**src/rtl/crt_timing_pkg.sv**
```systemverilog
// Shared 640x480@60 timing defaults, derived totals and small helpers
// used by the CRT timing generator.
package crt_timing_pkg;

  localparam int H_ACTIVE_DEF = 640;
  localparam int H_FP_DEF     = 16;
  localparam int H_SYNC_DEF   = 96;
  localparam int H_BP_DEF     = 48;
  localparam int V_ACTIVE_DEF = 480;
  localparam int V_FP_DEF     = 10;
  localparam int V_SYNC_DEF   = 2;
  localparam int V_BP_DEF     = 33;
  localparam int CLK_DIV_DEF  = 4;

  localparam int H_TOTAL_DEF = H_ACTIVE_DEF + H_FP_DEF + H_SYNC_DEF + H_BP_DEF;
  localparam int V_TOTAL_DEF = V_ACTIVE_DEF + V_FP_DEF + V_SYNC_DEF + V_BP_DEF;

  // Registered sync/blank decode, kept together so reset and update stay in step.
  typedef struct packed {
    logic hsync;
    logic vsync;
    logic video_on;
  } sync_t;

  function automatic logic sync_level(input logic active, input logic pol);
    return active ? pol : ~pol;
  endfunction

endpackage

```
**src/rtl/clk_enable_div.sv**
```systemverilog
// Free-running divider; en marks the last system clock of each pixel period.
module clk_enable_div #(
  parameter int DIV = 4
) (
  input  logic Clock,
  input  logic Reset,
  output logic en
);

  localparam int              DIV_W    = (DIV > 1) ? $clog2(DIV) : 1;
  localparam logic [DIV_W-1:0] DIV_LAST = DIV_W'(DIV - 1);
  localparam logic [DIV_W-1:0] DIV_ONE  = DIV_W'(1);

  logic [DIV_W-1:0] div_q, div_d;

  always_comb begin
    en    = (div_q == DIV_LAST);
    div_d = en ? '0 : div_q + DIV_ONE;
  end

  // NOTE: sequential state uses non-blocking assignment so every flop samples
  // pre-edge values regardless of process ordering.
  always_ff @(posedge Clock) begin
    if (!Reset) div_q <= '0;
    else        div_q <= div_d;
  end

endmodule

```
**src/rtl/crt_timing_gen.sv**
```systemverilog
// CRT raster timing generator: pixel/line counters with registered sync,
// blanking, pixel-enable and frame markers, all aligned to the counters.
module crt_timing_gen
  import crt_timing_pkg::*;
#(
  parameter int RES_W    = 10,
  parameter int H_ACTIVE = H_ACTIVE_DEF,
  parameter int H_FP     = H_FP_DEF,
  parameter int H_SYNC   = H_SYNC_DEF,
  parameter int H_BP     = H_BP_DEF,
  parameter int V_ACTIVE = V_ACTIVE_DEF,
  parameter int V_FP     = V_FP_DEF,
  parameter int V_SYNC   = V_SYNC_DEF,
  parameter int V_BP     = V_BP_DEF,
  parameter int CLK_DIV  = CLK_DIV_DEF,
  parameter bit SYNC_POL = 1'b0,
  parameter int FRAME_W  = 8
) (
  input  logic               Clock,
  input  logic               Reset,
  output logic               hsync,
  output logic               vsync,
  output logic [RES_W-1:0]   xpos,
  output logic [RES_W-1:0]   ypos,
  output logic               video_on,
  output logic               pix_en,
  output logic               frame_start,
  output logic [FRAME_W-1:0] frame_count
);

  localparam int H_TOTAL = H_ACTIVE + H_FP + H_SYNC + H_BP;
  localparam int V_TOTAL = V_ACTIVE + V_FP + V_SYNC + V_BP;

  localparam logic [RES_W-1:0]   H_LAST    = RES_W'(H_TOTAL - 1);
  localparam logic [RES_W-1:0]   V_LAST    = RES_W'(V_TOTAL - 1);
  localparam logic [RES_W-1:0]   H_VIS     = RES_W'(H_ACTIVE);
  localparam logic [RES_W-1:0]   V_VIS     = RES_W'(V_ACTIVE);
  localparam logic [RES_W-1:0]   HS_FIRST  = RES_W'(H_ACTIVE + H_FP);
  localparam logic [RES_W-1:0]   HS_LAST   = RES_W'(H_ACTIVE + H_FP + H_SYNC - 1);
  localparam logic [RES_W-1:0]   VS_FIRST  = RES_W'(V_ACTIVE + V_FP);
  localparam logic [RES_W-1:0]   VS_LAST   = RES_W'(V_ACTIVE + V_FP + V_SYNC - 1);
  localparam logic [RES_W-1:0]   RES_ONE   = RES_W'(1);
  localparam logic [FRAME_W-1:0] FRAME_ONE = FRAME_W'(1);

  logic               tick;
  logic [RES_W-1:0]   x_q, x_d, y_q, y_d;
  logic [FRAME_W-1:0] frame_q, frame_d;
  logic               pix_en_q, pix_en_d;
  logic               frame_start_q, frame_start_d;
  sync_t              sync_q, sync_d;
  logic               x_wrap, y_wrap;

  clk_enable_div #(
    .DIV (CLK_DIV)
  ) u_clk_enable_div (
    .Clock (Clock),
    .Reset (Reset),
    .en    (tick)
  );

  // NOTE: every signal gets a default at the top of always_comb so no path
  // leaves it unassigned and no latch is inferred.
  always_comb begin
    x_wrap        = (x_q == H_LAST);
    y_wrap        = (y_q == V_LAST);
    x_d           = x_q;
    y_d           = y_q;
    frame_d       = frame_q;
    pix_en_d      = tick;
    frame_start_d = 1'b0;

    if (tick) begin
      x_d = x_wrap ? '0 : x_q + RES_ONE;
      if (x_wrap) begin
        y_d = y_wrap ? '0 : y_q + RES_ONE;
        if (y_wrap) begin
          frame_start_d = 1'b1;
          frame_d       = frame_q + FRAME_ONE;
        end
      end
    end

    // Decoding the next counter values keeps sync/blank in the same cycle as xpos/ypos.
    sync_d.hsync    = sync_level((x_d >= HS_FIRST) && (x_d <= HS_LAST), SYNC_POL);
    sync_d.vsync    = sync_level((y_d >= VS_FIRST) && (y_d <= VS_LAST), SYNC_POL);
    sync_d.video_on = (x_d < H_VIS) && (y_d < V_VIS);
  end

  always_ff @(posedge Clock) begin
    if (!Reset) begin
      x_q           <= '0;
      y_q           <= '0;
      frame_q       <= '0;
      pix_en_q      <= 1'b0;
      frame_start_q <= 1'b0;
      sync_q        <= '{hsync: ~SYNC_POL, vsync: ~SYNC_POL, video_on: 1'b1};
    end else begin
      x_q           <= x_d;
      y_q           <= y_d;
      frame_q       <= frame_d;
      pix_en_q      <= pix_en_d;
      frame_start_q <= frame_start_d;
      sync_q        <= sync_d;
    end
  end

  assign xpos        = x_q;
  assign ypos        = y_q;
  assign frame_count = frame_q;
  assign pix_en      = pix_en_q;
  assign frame_start = frame_start_q;
  assign hsync       = sync_q.hsync;
  assign vsync       = sync_q.vsync;
  assign video_on    = sync_q.video_on;

endmodule

```
**config.mk**
```make
export PLATFORM = sky130hd
export DESIGN_NAME = crt_timing_gen
export DESIGN_NICKNAME = d
export VERILOG_FILES = /design/src/rtl/crt_timing_pkg.sv /design/src/rtl/clk_enable_div.sv /design/src/rtl/crt_timing_gen.sv
export SDC_FILE = /design/constraint.sdc
export NUM_CORES = 1
export LEC_CHECK = 0
export BUFFER_PORTS_ARGS = -buffer_cell sky130_fd_sc_hd__buf_4
export CORE_ASPECT_RATIO = 0.5
export CORE_MARGIN = 2
export CORE_UTILIZATION = 35
export CTS_CLUSTER_DIAMETER = 150
export DETAILED_ROUTE_END_ITERATION = 8
export SKIP_LAST_GASP = 1
export SYNTH_ARGS = -nofsm -noshare
export SYNTH_HDL_FRONTEND = slang
export SYNTH_SLANG_ARGS = --single-unit
```
**constraint.sdc**
```tcl
create_clock -name Clock -period 2.6 [get_ports Clock]
set_input_delay 0.26 -clock Clock [delete_from_list [all_inputs] [get_ports Clock]]
set_output_delay 0.26 -clock Clock [all_outputs]
set_load 0.005 [all_outputs]
```
=== After elaboration in Yosys (flattened, before gate mapping) ===
Cells that the tools add are included.

* Flip-flop bits (word level): 35
* Bits in latches: 0
* RAM bits: 0
* ROM bits: 0
* Output and inout bits: 33
* Word-level logic and storage cells: 37
* Memories kept: 0

* Add/sub/neg operators: 4
* Multipliers: 0
* Divide/modulo/power cells: 0
* Order comparisons: 6
* Equality and inequality tests: 3
* Shift-type cells: 0
* Multiplexer cells: 8
* Bitwise logic cells: 1
* Reduce and logical (&&, ||, !) cells: 6

{| class="wikitable"
|+ Operators with widths
! operator !! count
|-
| 10-bit 2-to-1 mux || 5
|-
| 10-bit by 1-bit adder with 10-bit output, second input constant || 2
|-
| 10-bit == test, second input constant || 2
|-
| 10-bit greater-or-equal comparator, second input constant || 1
|-
| 10-bit by 9-bit greater-or-equal comparator with 1-bit output, second input constant || 1
|-
| 10-bit <= comparator, second input constant || 1
|-
| 10-bit by 9-bit <= comparator with 1-bit output, second input constant || 1
|-
| 10-bit < comparator, second input constant || 1
|-
| 10-bit by 9-bit < comparator with 1-bit output, second input constant || 1
|-
| 8-bit by 1-bit adder with 8-bit output, second input constant || 1
|-
| 3-bit AND reduction || 2
|-
| 1-bit logical AND || 3
|-
| 1-bit 2-to-1 mux || 3
|-
| 2-bit by 1-bit adder with 2-bit output, second input constant || 1
|-
| 2-bit == test, second input constant || 1
|-
| 2-bit OR reduction || 1
|-
| 1-bit NOT || 1
|}

=== Logic depth before layout (Yosys ltp) ===
Gate-level depths: netlist of the first run.

* Depth after elaboration: 7
* Depth in mapped cells: 8
* Mapped depth without buffers: 7

=== Hierarchy ===
A second synthesis of the first run with hierarchy kept.

* Cell total of the unflattened synthesis: 210
* Area total of the unflattened synthesis: 1823.0 µm²

{| class="wikitable"
|+ Modules (own cells, without submodules)
! module !! instances !! cells an instance !! area each (µm²) !! seq. area each (µm²)
|-
| crt_timing_gen || 1 || 205 || 1749.2 || 660.6
|-
| clk_enable_div || 1 || 5 || 73.8 || 40.0
|}

=== Worst setup path after synthesis of the first run ===
OpenSTA, ideal clock, no wires.

* Kind: flip-flop to flip-flop
* Start: reg x_q[1], in the netlist xpos[1]
* End: reg sync_q, in the netlist video_on
* Arrival: 2021 ps
* Required time: 2505 ps
* Setup slack: 484 ps
* Stages on the path, launching flop included: 8
* Clock period less this slack: 2116 ps
* Cell sequence: dfxtp_1 ha_1 buf_4 and4_1 nand3_2 o31a_1 or2_1 o311ai_1

* Longest elaborated chain between the ends: 5
* Elaborated cells between the ends (all ways): 9

{| class="wikitable"
|+ RTL lines
! element !! line !! RTL
|-
| start, declared || crt_timing_gen.sv:46 || <nowiki>logic [RES_W-1:0] x_q, x_d, y_q, y_d;</nowiki>
|-
| start signal, assigned || crt_timing_gen.sv:91 || <nowiki>x_q <= '0;</nowiki>
|-
| start signal, assigned || crt_timing_gen.sv:98 || <nowiki>x_q <= x_d;</nowiki>
|-
| 10-bit by 1-bit adder with 10-bit output / 10-bit == test (equally long branches) || crt_timing_gen.sv:73, crt_timing_gen.sv:64 ||
|-
| 10-bit 2-to-1 mux, on equally long branches || crt_timing_gen.sv:73, crt_timing_gen.sv:74 ||
|-
| 10-bit 2-to-1 mux || crt_timing_gen.sv:72 || <nowiki>if (tick) begin</nowiki>
|-
| 10-bit < comparator / 10-bit by 9-bit < comparator with 1-bit output (equally long branches) || crt_timing_gen.sv:86 || <nowiki>sync_d.video_on = (x_d < H_VIS) && (y_d < V_VIS);</nowiki>
|-
| 1-bit logical AND (*) || crt_timing_gen.sv:86 ||
|-
| end signal, assigned || crt_timing_gen.sv:96 || <nowiki>sync_q <= '{hsync: ~SYNC_POL, vsync: ~SYNC_POL, video_on: 1'b1};</nowiki>
|-
| end signal, assigned || crt_timing_gen.sv:103 || <nowiki>sync_q <= sync_d;</nowiki>
|-
| end, declared || crt_timing_gen.sv:50 || <nowiki>sync_t sync_q, sync_d;</nowiki>
|}

Mark *: on every way between the ends. The rest lies on a longest branch, timed or not.
A chain may end at the register's enable or synchronous reset.

=== Worst setup path in the final report of the first run ===
Ends and elaborated chain as after synthesis.

==> impl_metrics.env, run 1 <==
export IMPL_status="finished clean"
export IMPL_worstHoldStart="Reset"
export IMPL_vdd_ir_drop_max_mv=0.1962
export IMPL_tritoncts="yes"
export IMPL_yosys_warnings=0
export IMPL_maxCapViolCount=0
export IMPL_yosysUniqueCellTypes=52
export IMPL_nFillCells=525
export IMPL_hold_path_endpoint="video_on"
export IMPL_dominantRegCellSynth="dfxtp_1"
export IMPL_cts_setup_buffers=0
export IMPL_crit_type="reg2reg"
export IMPL_clock_latency_ns=0.28
export IMPL_finalMaxSlewViolations=0
export IMPL_relSlewSlack=0.7360
export IMPL_critPathMaxFanout=10
export IMPL_antenna_diode_count=0
export IMPL_design_area_um2=2375
export IMPL_finalWirelength_um=4584
export IMPL_synth_cells=224
export IMPL_start_kind="flip-flop"
export IMPL_syn_nets=231
export IMPL_via_per_inst=5.296
export IMPL_final_core_util=0.4362
export IMPL_drt_initial_drc_count=47
export IMPL_rsz0062_at_grt="false"
export IMPL_ys_seq_area_frac=0.3578
export IMPL_synth_edf_count=0
export IMPL_wl_per_cell_um=13.68
export IMPL_grt_pass1_vias=1600
export IMPL_drc=0
export IMPL_cp_arrival_ns=2.44
export IMPL_r2r_end="video_on"
export IMPL_clock_skew_ns=0.004536
export IMPL_end_kind="flip-flop"
export IMPL_gp_congestion=0.8897
export IMPL_detail_route_first_pass_iterations=4
export IMPL_hold_path_class="in2reg"
export IMPL_vias=1774
export IMPL_layout_common_cells="buf_4, dfxtp_1, nor2_1, nand2_1, nand4_1"
export IMPL_grt_ovfl_total=0
export IMPL_synthArstFlopShare=0
export IMPL_numClockSinks=35
export IMPL_area_growth_pct=21.28
export IMPL_cts_root_buffer="clkbuf_8"
export IMPL_yosys_register_bits=35
export IMPL_dieArea_um2=6245
export IMPL_fin_ws_ns=0.3191
export IMPL_antenna_found_initial=0
export IMPL_clk_pin_slew_ns=0.07
export IMPL_htreeDepth=2
export IMPL_portBuffers=34
export IMPL_postCtsHoldBufs=0
export IMPL_dp_hpwl_um=3426
export IMPL_max_freq_mhz=438.4
export IMPL_grt_pass1_wl_um=7769
export IMPL_worstPathRequired_ns=2.76
export IMPL_io_pins=35
export IMPL_tightest_slew_ns=0.3947
export IMPL_track_usage=0.1596
export IMPL_r2r_slack_ns=0.32
export IMPL_die_w_um=109.8
export IMPL_core_area_um2=5444
export IMPL_p_per_area_nw_per_um2=427.9
export IMPL_final_common_cell="buf_4"
export IMPL_placementRows=19
export IMPL_layout_drive_gt1_share=0.2328
export IMPL_avgSynthCellArea_um2=8.742
export IMPL_ant_nets=0
export IMPL_finalCriticalPeriod_ns=2.281
export IMPL_setup_violations=0
export IMPL_tns_ns=0
export IMPL_nets=268
export IMPL_timing_rr_start="xpos[1]"
export IMPL_grt_max_degree=18
export IMPL_cts_made_buffers=5
export IMPL_fin_crit_sh=0.8773
export IMPL_ctsResizeCount=0
export IMPL_holdWs_ns=0.2042
export IMPL_clock_path_buffers=2
export IMPL_min_path_cells=2
export IMPL_r2r_cells=6
export IMPL_power_leakage_nw=0.8739
export IMPL_start_util=0.3597
export IMPL_placed_cell_area_um2=2275
export IMPL_die_y_um=56.89
export IMPL_syn_area_um2=1958
export IMPL_timing_final_hold_violations=0
export IMPL_dp_slack_ns=0.3244
==> report_power, final <==
part           switching (mW)  internal [mW]
Combinational          0.0174         0.0133
Clock                   0.197          0.242
Sequential            0.00488          0.542
==> worst max path at each step <==
stage	startpoint	endpoint	slack, ns	cells past startpoint
CTS	xpos[0]	vsync	0.32	6
global route	xpos[0]	video_on	0.10	6
floorplan	xpos[1]	video_on	0.48	7
detailed placement	xpos[0]	vsync	0.32	6
finish	xpos[1]	video_on	0.32	6
global placement	xpos[0]	video_on	0.41	6
==> cells by family (layout without fill, tap and decap cells) <==
family / count (synthesis) / after routing / share of synthesized area
muxes: 1 / 1 / 0.005112
DFF: 35 / 35 / 0.3578
adders and majority gates: 5 / 5 / 0.03195
xor gates and xnor gates: 20 / 20 / 0.08945
buffers and inverters: 20 / 58 / 0.06325
AOI/OAI and AO/OA: 33 / 33 / 0.1310
and+or+nand+nor: 110 / 110 / 0.3214
==> layout make-up <==
type                    instances  area (um^2)  share of cell area
clock buffers                   8        100.1             0.04215
inverters                       7        26.28             0.01106
multi-input cells             169         1134              0.4773
flip-flops and latches         35        700.7              0.2950
well taps                      73        91.34             0.03846
repair buffers                 43        322.8              0.1359
==> flip-flops by register name, summed over array words and instances (netlist names) <==
register                flops
video_on                    1
xpos                       10
ypos                       10
hsync                       1
vsync                       1
u_clk_enable_div.div_q      2
pix_en                      1
frame_count                 8
frame_start                 1
==> critical path, stage by stage, from the launching register on <==
cell and delay, ns:
dfxtp_1 0.49, ha_1 0.25, nand4_1 0.29, nor3_4 0.42
a31oi_1 0.16, nor4_1 0.40, o311ai_1 0.14
==> Yosys cell counts, drive strengths merged (2+ instances only) <==
cell / count / area (um^2)
o2111ai: 2 / 17.52
inv: 6 / 22.52
and2: 4 / 25.02
dfxtp: 35 / 700.7
and4: 6 / 55.05
or3: 3 / 18.77
clkbuf: 4 / 15.01
and3: 4 / 26.28
buf: 8 / 72.56
nand2: 13 / 48.80
o31a: 2 / 17.52
o311ai: 2 / 17.52
nand3: 14 / 87.59
xnor2: 10 / 87.58
nor2: 33 / 123.9
ha: 5 / 62.56
nor3: 8 / 51.30
o21ai: 3 / 15.01
o22ai: 2 / 12.51
nor4: 2 / 12.51
nor3b: 2 / 15.01
a32o: 2 / 20.02
nand4: 13 / 81.33
xor2: 10 / 87.58
o21a: 2 / 15.01
a21oi: 8 / 40.04
o31ai: 4 / 35.03
==> stage by stage <==
step / power [mW] / cells
after detailed placement: 0.5904 / 327
after CTS: 1.025 / 335
after global routing: 1.055 / 335
final: 1.016 / 335
after global placement: 0.5900 / 327
after floorplan: 0.5770 / 224
==> per-layer routing <==
| metal | global-route usage | vias to the layer above | part of all wire |
|---|---|---|---|
| li1 | - | 885 | - |
| met1 | 0.2258 | 838 | 0.48 |
| met2 | 0.2401 | 44 | 0.46 |
| met3 | 0.03949 | 7 | 0.041 |
| met4 | 0.04340 | 0 | 0.012 |
| met5 | 0 | - | 0 |
(Power assumes the default switching activity.)
==> run 2: changes to the inputs <==
--- a/config.mk
+++ b/config.mk
@@ -5,6 +5,7 @@
 export SDC_FILE = /design/constraint.sdc
 export NUM_CORES = 1
 export LEC_CHECK = 0
+export ABC_AREA = 1
 export BUFFER_PORTS_ARGS = -buffer_cell sky130_fd_sc_hd__buf_4
 export CORE_ASPECT_RATIO = 0.5
 export CORE_MARGIN = 2
==> impl_metrics.env, run 2 <==
export IMPL_status="finished clean"
export IMPL_yosys_area_top_type="dfxtp_1"
export IMPL_numClockSinks=35
export IMPL_rsz0062_at_grt="false"
export IMPL_tns_ns=0
export IMPL_layout_drive_gt1_share=0.2063
export IMPL_fin_crit_sh=0.7630
export IMPL_syn_nets=282
export IMPL_clk_pin_slew_ns=0.07
export IMPL_placementRows=18
export IMPL_power_leakage_nw=1.092
export IMPL_grt_ovfl_total=0
export IMPL_final_common_cell="nand2_1"
export IMPL_die_y_um=56.19
export IMPL_synth_top_area_share=0.3675
export IMPL_tightest_slew_ns=0.3339
export IMPL_relSlewSlack=0.7760
export IMPL_wl_per_cell_um=11.43
export IMPL_vdd_ir_drop_max_mv=0.2035
export IMPL_place_inst=377
export IMPL_yosys_warnings=0
export IMPL_fin_ws_ns=0.6162
export IMPL_power_mw=1.014
export IMPL_avgSynthCellArea_um2=6.934
export IMPL_synth_edf_count=0
export IMPL_portBuffers=34
export IMPL_yosysUniqueCellTypes=33
export IMPL_via_per_inst=4.642
export IMPL_clock_skew_ns=0.006136
export IMPL_core_area_um2=5090
export IMPL_grt_max_degree=13
export IMPL_dp_hpwl_um=3398
export IMPL_finalMaxSlewViolations=0
export IMPL_drt_initial_drc_count=77
export IMPL_grt_pass1_wl_um=7203
export IMPL_max_freq_mhz=504.1
export IMPL_gp_congestion=0.8691
export IMPL_cts_made_buffers=5
export IMPL_timing_final_hold_violations=0
export IMPL_ctsResizeCount=0
export IMPL_synth_cells=275
export IMPL_clock_path_buffers=2
export IMPL_ys_seq_area_frac=0.3675
export IMPL_detail_route_first_pass_iterations=4
export IMPL_end_kind="flip-flop"
export IMPL_maxCapViolCount=0
export IMPL_die_w_um=108.4
export IMPL_p_per_area_nw_per_um2=434.4
export IMPL_start_util=0.3746
export IMPL_setup_violations=0
export IMPL_holdWs_ns=0.2934
export IMPL_yosys_register_bits=35
export IMPL_finalWirelength_um=4402
export IMPL_antenna_found_initial=0
export IMPL_antenna_diode_count=0
export IMPL_grt_pass1_vias=1580
export IMPL_area_growth_pct=22.44
export IMPL_htreeDepth=2
export IMPL_worstPathRequired_ns=2.79
export IMPL_synthArstFlopShare=0
export IMPL_cts_setup_buffers=0
export IMPL_start_kind="flip-flop"
export IMPL_syn_area_um2=1907
export IMPL_dieArea_um2=6090
export IMPL_instances_no_fill=385
export IMPL_tritoncts="yes"
export IMPL_nets=321
export IMPL_finalCriticalPeriod_ns=1.984
export IMPL_track_usage=0.1524
export IMPL_ys_top_cells_by_area="dfxtp_1, nand2_1, nor2_1"
export IMPL_cts_root_buffer="clkbuf_8"
export IMPL_dp_slack_ns=0.6064
export IMPL_hold_path_class="in2reg"
export IMPL_postCtsHoldBufs=0
export IMPL_clock_latency_ns=0.29
export IMPL_cp_arrival_ns=2.17
export IMPL_ant_nets=0
export IMPL_crit_type="reg2reg"
export IMPL_layout_common_cells="nand2_1, nor2_1, inv_1, buf_4, dfxtp_1"
export IMPL_critPathMaxFanout=9
export IMPL_drc=0
export IMPL_vias=1787
export IMPL_yosysMostFrequentCell="nand2_1"
export IMPL_netlist_top_cells_count="nand2_1, nor2_1, inv_1"
export IMPL_dominantRegCellSynth="dfxtp_1"
export IMPL_io_pins=35
## run 2: cell count changes after synthesis, sizes merged, moves of 4 or more
| cell | change |
|---|---|
| xnor2 | -8 |
| and2 | -4 |
| xor2 | -6 |
| buf | -6 |
| and4 | -6 |
| nand2 | +58 |
| inv | +36 |
| nand3 | +9 |
| nor2 | +17 |
| o31ai | -4 |
## run 2: where the power goes
group | switching, mW | total [mW] | internal, mW
Clock | 0.193 | 0.435 | 0.242
Sequential | 0.00374 | 0.545 | 0.542
Combinational | 0.0215 | 0.0336 | 0.0121
Total | 0.219 | 1.01 | 0.796
## run 2: cells by family (layout without fill, tap and decap cells)
family,Yosys count,after routing,synth area share
compound gates,16,16,0.04791
xor+xnor,6,6,0.02756
simple gates,166,166,0.4239
buf+inv,47,87,0.1004
flops,35,35,0.3675
fa+ha+maj,5,5,0.03281
## run 2: area by class of cell
class	instances	area, um^2
Fill cell	554	2755
Multi-Input combinational cell	193	1015
Sequential cell	35	700.7
Timing Repair Buffer	36	270.3
Inverter	43	161.4
Clock buffer	8	100.1
Tap cell	70	87.58
## run 2: path summary, 6_finish.rpt
| kind | startpoint | endpoint | slack [ns] | cells after the start |
|---|---|---|---|---|
| setup / recovery | u_clk_enable_div.div_q[0] | video_on | 0.62 | 10 |
| hold / removal | Reset | frame_count[4] | 0.29 | 3 |
| setup reg to reg | u_clk_enable_div.div_q[0] | video_on | 0.62 | 10 |
| hold reg to reg | u_clk_enable_div.div_q[0] | u_clk_enable_div.div_q[0] | 0.43 | 1 |
## run 2: per-layer routing
layer / part of all wire / routed length, um / track usage / up-vias
met5: 0 / 0 / 0 / -
met4: 0.012 / 51 / 0.06593 / 0
met3: 0.042 / 184 / 0.04918 / 4
met2: 0.43 / 1901 / 0.2183 / 33
met1: 0.51 / 2265 / 0.2079 / 811
li1: - / - / - / 939
## run 2: critical path, cell delays in order, from the launching register on
cell      delay (ns)
dfxtp_1         0.34
ha_1            0.33
nand2_1         0.17
nor2_2          0.12
nand3_1         0.26
o21bai_1        0.22
nand2_1         0.09
nor2_1          0.11
nand2_1         0.08
nor2_1          0.10
nor2_1          0.05
## run 2: stage by stage
stage,util,cell area [um^2]
after global routing,0.4587,2335
after floorplan,-,1907
after global placement,0.4390,2235
final,0.4587,2335
after detailed placement,0.4390,2235
after CTS,0.4587,2335
